`src/rtl/ycr_req_arb.sv`:
```
// Round-robin arbiter sharing one downstream request path among N_REQ requesters.
// An in-order tag FIFO remembers each winner so responses are routed back to it.
module ycr_req_arb #(
  parameter int unsigned N_REQ  = 2,
  parameter int unsigned CMD_W  = 50,
  parameter int unsigned RESP_W = 33,
  parameter int unsigned OUT_DP = 4
) (
  input  logic                       clk,
  input  logic                       rst,
  input  logic [N_REQ-1:0]           up_req,
  input  logic [N_REQ*CMD_W-1:0]     up_cmd,
  output logic [N_REQ-1:0]           up_req_ack,
  output logic [N_REQ-1:0]           up_resp_valid,
  output logic [RESP_W-1:0]          up_resp_data,
  output logic                       dn_req,
  output logic [CMD_W-1:0]           dn_cmd,
  input  logic                       dn_req_ack,
  input  logic                       dn_resp_valid,
  input  logic [RESP_W-1:0]          dn_resp_data,
  output logic [$clog2(OUT_DP):0]    outstanding,
  output logic                       resp_err
);

  localparam int unsigned IDW = (N_REQ > 1) ? $clog2(N_REQ) : 1;
  localparam int unsigned PW  = $clog2(OUT_DP);
  localparam int unsigned CW  = PW + 1;
  localparam logic [IDW:0]   NREQ_L  = (IDW+1)'(N_REQ);
  localparam logic [IDW-1:0] LAST_ID = IDW'(N_REQ - 1);
  localparam logic [CW-1:0]  FULL_L  = CW'(OUT_DP);

  typedef enum logic {S_FREE, S_LOCK} lock_state_t;

  lock_state_t          r_state;
  lock_state_t          w_state_nxt;
  logic [IDW-1:0]       r_lock_id;
  logic [IDW-1:0]       r_rr_ptr;

  logic [IDW-1:0]       r_mem [OUT_DP];
  logic [PW-1:0]        r_wr_ptr;
  logic [PW-1:0]        r_rd_ptr;
  logic [CW-1:0]        r_cnt;
  logic                 r_resp_err;

  logic [CMD_W-1:0]     w_cmd [N_REQ];
  logic                 w_rr_hit;
  logic [IDW-1:0]       w_rr_id;
  logic [IDW-1:0]       w_grant_id;
  logic                 w_grant_vld;
  logic                 w_full;
  logic                 w_empty;
  logic                 w_xfer;
  logic                 w_pop;
  logic [IDW-1:0]       w_head;

  always_comb begin
    for (int unsigned i = 0; i < N_REQ; i++) begin
      w_cmd[i] = up_cmd[i*CMD_W +: CMD_W];
    end
  end

  // First requesting index at or after rr_ptr, wrapping at N_REQ.
  always_comb begin : rr_scan
    logic [IDW:0] v_idx;
    v_idx    = '0;
    w_rr_hit = 1'b0;
    w_rr_id  = '0;
    for (int unsigned k = 0; k < N_REQ; k++) begin
      v_idx = {1'b0, r_rr_ptr} + (IDW+1)'(k);
      if (v_idx >= NREQ_L) v_idx = v_idx - NREQ_L;
      if (!w_rr_hit && up_req[v_idx[IDW-1:0]]) begin
        w_rr_hit = 1'b1;
        w_rr_id  = v_idx[IDW-1:0];
      end
    end
  end

  assign w_full  = (r_cnt == FULL_L);
  assign w_empty = (r_cnt == '0);
  assign w_head  = r_mem[r_rd_ptr];

  // Lock FSM: state register
  always_ff @(posedge clk) begin
    if (rst) begin
      r_state   <= S_FREE;
      r_lock_id <= '0;
    end else begin
      r_state <= w_state_nxt;
      if (r_state == S_FREE && dn_req && !dn_req_ack) r_lock_id <= w_rr_id;
    end
  end

  // Lock FSM: next state; a dropped request while locked abandons the lock.
  always_comb begin
    w_state_nxt = r_state;
    case (r_state)
      S_FREE: if (dn_req && !dn_req_ack) w_state_nxt = S_LOCK;
      S_LOCK: if (w_xfer || !up_req[r_lock_id]) w_state_nxt = S_FREE;
      default: w_state_nxt = S_FREE;
    endcase
  end

  // Lock FSM: outputs (grant, downstream request, acceptance)
  always_comb begin
    w_grant_id  = w_rr_id;
    w_grant_vld = w_rr_hit;
    if (r_state == S_LOCK) begin
      w_grant_id  = r_lock_id;
      w_grant_vld = up_req[r_lock_id];
    end
    dn_req = w_grant_vld && !w_full && !rst;
    dn_cmd = dn_req ? w_cmd[w_grant_id] : '0;
    w_xfer = dn_req && dn_req_ack;
    for (int unsigned i = 0; i < N_REQ; i++) begin
      up_req_ack[i] = w_xfer && (w_grant_id == IDW'(i));
    end
  end

  always_ff @(posedge clk) begin
    if (rst) begin
      r_rr_ptr <= '0;
    end else if (w_xfer) begin
      r_rr_ptr <= (w_grant_id == LAST_ID) ? '0 : w_grant_id + 1'b1;
    end
  end

  // Responses with nothing outstanding are dropped and flagged, never popped.
  assign w_pop = dn_resp_valid && !w_empty && !rst;

  always_comb begin
    for (int unsigned i = 0; i < N_REQ; i++) begin
      up_resp_valid[i] = w_pop && (w_head == IDW'(i));
    end
  end

  assign up_resp_data = dn_resp_data;

  always_ff @(posedge clk) begin
    if (w_xfer) r_mem[r_wr_ptr] <= w_grant_id;
  end

  always_ff @(posedge clk) begin
    if (rst) begin
      r_wr_ptr   <= '0;
      r_rd_ptr   <= '0;
      r_cnt      <= '0;
      r_resp_err <= 1'b0;
    end else begin
      if (w_xfer) r_wr_ptr <= r_wr_ptr + 1'b1;
      if (w_pop)  r_rd_ptr <= r_rd_ptr + 1'b1;
      case ({w_xfer, w_pop})
        2'b10:   r_cnt <= r_cnt + 1'b1;
        2'b01:   r_cnt <= r_cnt - 1'b1;
        default: r_cnt <= r_cnt;
      endcase
      if (dn_resp_valid && w_empty) r_resp_err <= 1'b1;
    end
  end

  assign outstanding = r_cnt;
  assign resp_err    = r_resp_err;

endmodule

```
`config.mk`:
```
export PLATFORM = sky130hd
export DESIGN_NAME = ycr_req_arb
export DESIGN_NICKNAME = d
export VERILOG_FILES = /design/src/rtl/ycr_req_arb.sv
export SDC_FILE = /design/constraint.sdc
export NUM_CORES = 1
export LEC_CHECK = 0
export CAP_MARGIN = 10
export CORE_AREA = 3 3 89 91
export CTS_BUF_LIST = sky130_fd_sc_hd__clkbuf_4 sky130_fd_sc_hd__clkbuf_8 sky130_fd_sc_hd__clkbuf_16
export DETAILED_ROUTE_END_ITERATION = 12
export DIE_AREA = 0 0 92 94
export DONT_BUFFER_PORTS = 1
export PLACE_DENSITY_LB_ADDON = 0.2
export SLEW_MARGIN = 15
export SYNTH_ARGS = -nofsm -noshare
export SYNTH_HDL_FRONTEND = slang
export SYNTH_SLANG_ARGS = --single-unit
export TNS_END_PERCENT = 20
```
`constraint.sdc`:
```
create_clock -name clk -period 4.8 [get_ports clk]
set_clock_uncertainty 0.1 [all_clocks]
set_input_delay 0.24 -clock clk [delete_from_list [all_inputs] [get_ports clk]]
set_output_delay 0.24 -clock clk [all_outputs]
set_load 0.05 [all_outputs]
```
==> flow_summary_export.csv <==
group,metric,value,unit
outcome,status,"complete, no violations",
setup_path,crit_slowest_cell,"a21oi_1",
floorplan,die_x,92,um
setup_path,cpLargestDelayFamily,"compound AO/OA/AOI/OAI gates",
power_and_ir_drop,irDropWorstVdd,0.00006085,V
setup_path,cp-start-kind,"flop",
sta,fmax,276.9,MHz
finish,layout-drive-gt1-share,37.19,%
grt,overflow,0,
power_and_ir_drop,internal_power,276.3,uW
place,hpwl,4295,um
power_and_ir_drop,pwr-share-clk,19.3,%
synthesis,synthTopCellsByArea,"a21oi_2 (19%), nand2_1 (13%), dfxtp_1 (12%)",
setup_path,crit_start,"outstanding[0]",
route,drc,0,
power_and_ir_drop,p_leak,0.7083,nW
place,placed_cells,336,
power_and_ir_drop,swShare,51.87,%
sta,worst_pin_slew,1.109,ns
power_and_ir_drop,comb_power_share,50.0,%
power_and_ir_drop,power.switching,297.8,uW
grt,grt_use_total,11.09,%
setup_path,reg2reg_slack,1.88,ns
setup_path,path_class,"reg -> out",
grt,grt_pass1_vias,1611,
route,routed_wl,5371,um
floorplan,die_area,8648,um^2
grt,antenna_found_initial,0,
setup_path,ff2ff_path_depth,5,
grt,grt_first_pass_wirelength,7810,um
clock_network,clkSinkCount,17,
sta,fin_crit,3.611,ns
setup_path,cp.required,4.46,ns
clock_network,htreeDepth,1,
synthesis,synth_top_cells_by_count,"nand2_1 (75), a21oi_2 (46), buf_4 (33)",
place,gp_congestion,0.7051,
clock_network,clock-root-buffer,"clkbuf_8",
setup_path,cp-end-kind,"primary output",
sta,setup_viol,0,
grt,grt_max_degree,57,
floorplan,initial_core_util,29.48,%
route,vias,1693,
clock_network,clk_path_buf_depth,2,
finish,antennaDiodeCount,0,
sta,hold_viol_final,0,
setup_path,reg2reg_to,"r_mem[1]",
sta,grt_setup_unrepaired,"no",
sta,slew_viol_final,0,
finish,finalNonFillerCells,341,
min_path,whs_path_depth,2,
route,ant_nets,0,
finish,nets,388,
synthesis,ys_seq_area_share,17.88,%
sta,fin_setup_tns,0,ns
finish,syn_to_final_growth,-8.529,%
synthesis,ys_async_sr_fraction,0,%
synthesis,yosysWarnings,0,
synthesis,netlist_area,2127,um^2
min_path,whs_endpoint,"resp_err",
synthesis,synth_cell_types,40,
sta,max_slew_margin,26.28,%
clock_network,cts_resized,0,
place,port_buffers,0,
setup_path,critPathMaxFanout,31,
sta,post-route-period-util,75.23,%
floorplan,rows,31,
clock_network,cts_tree,"yes",
route,drtIter0Drc,48,
clock_network,clkLatencyLatePin,0.25,ns
setup_path,cp_num_buf_inv,1,
synthesis,yosysTopAreaCell,"a21oi_2",
synthesis,synth_area_per_cell,7.463,um^2
finish,fill_cells,802,
synthesis,ys.flop_type,"dfxtp_1",
synthesis,synth_edf_count,4,
synthesis,yosysMostFrequentCell,"nand2_1",
job,cap_violations,0,
floorplan,dieHeight,94,um
setup_path,worst_path_largest_cell_delay,0.87,ns
floorplan,coreArea,7214,um^2
setup_path,crit_chain,"nor2_2 > a21oi_2 > nand3_2 > buf_4 > a21oi_1",
route,via_per_inst,4.965,
setup_path,rr_startpoint,"outstanding[0]",
synthesis,yosys.area.top_type_share,18.94,%
clock_network,clk_pin_slew,0.06,ns
min_path,hp-class,"in -> reg",
floorplan,io_pins,231,
setup_path,crit_arrival,3.27,ns
power_and_ir_drop,p_per_area,295.1,nW/um^2
route,wl_per_cell,15.75,um
synthesis,ys_ff_latch,17,
min_path,hp-start,"dn_resp_valid",
synthesis,syn_inst,285,
route,first_pass_iters,4,
clock_network,cts_buffers,3,
synthesis,syn_nets,430,
power_and_ir_drop,p_seq_share,30.7,%
-- power groups by stage --
stage                     logic [mW]  clock network, mW  registers [mW]
after floorplan                0.350                  0           0.177
after global placement         0.286                  0           0.179
after detailed placement       0.288                  0           0.179
after CTS                      0.290              0.117           0.176
after global routing           0.308              0.120           0.177
final                          0.287              0.111           0.176
-- worst max-delay path by stage --
stage | endpoint | slack, ns | cells after the start
after global placement | dn_cmd[5] | 1.49 | 5
after detailed placement | dn_cmd[2] | 1.42 | 5
final | dn_cmd[2] | 1.19 | 5
after CTS | dn_cmd[2] | 1.14 | 5
after global routing | dn_cmd[2] | 1.0 | 5
after floorplan | outstanding[2] | 2.26 | 8
-- layout make-up --
class	instances	area, um^2	area share [%]
multi-input combinational	208	1323	67.97
sequential	17	380.4	19.55
tap	99	123.9	6.367
clock buffer	4	48.80	2.508
inverter	10	45.04	2.315
timing repair buffer	3	25.02	1.286
-- routing by layer --
metal	GRT usage [%]	wire length (um)	share of wire, %	vias to the layer above
met5	0	0	0	-
met4	1.980	16	0.30	0
met3	2.965	600	11	2
met2	22.51	2812	52	140
met1	11.33	1942	36	745
li1	-	-	-	806
-- cell families after synthesis --
family	count (synthesis)	synth area share, %
XOR/XNOR	4	1.647
flip-flops	17	17.88
multiplexers	4	2.706
AND/OR/NAND/NOR	134	30.47
adder cells (fa/ha/maj)	6	3.882
buffers and inverters	60	20.00
AO/OA/AOI/OAI	60	23.41
-- stage by stage --
step	hold slack (ns)	setup WS [ns]	util, %	power [mW]	area [um^2]
2_1_floorplan	0.2807	2.262	-	0.5275	2127
3_3_place_gp	0.2138	1.490	26.15	0.4653	1887
3_5_place_dp	0.2167	1.419	26.15	0.4670	1887
4_1_cts	0.03605	1.142	26.97	0.5827	1946
5_1_grt	0.04658	0.9954	26.97	0.6061	1946
6_report	0.03955	1.189	26.97	0.5741	1946
-- layout by cell type (no fill, tap or decap), types with 2 or more instances in the layout --
cell type | synthesis | routed
nand2_1 | 75 | 75
a21oi_2 | 46 | 46
nand2_2 | 27 | 27
dfxtp_1 | 13 | 13
nor2_1 | 12 | 12
inv_1 | 9 | 9
a21oi_1 | 9 | 9
ha_1 | 5 | 5
and3_1 | 4 | 4
edfxtp_1 | 4 | 4
nand2b_1 | 3 | 3
clkbuf_8 | 0 | 3
nor2b_1 | 2 | 2
xnor2_1 | 2 | 2
xor2_1 | 2 | 2
mux2i_1 | 2 | 2
buf_4 | 33 | 2
-- what timing repair did --
action | 4_1_cts | 5_1_grt
hold buffers | 1 | 0
hold endpoints to repair | 10 | 0
setup buffers | 0 | 0
Note: power is estimated with default switching activity, not from simulation.
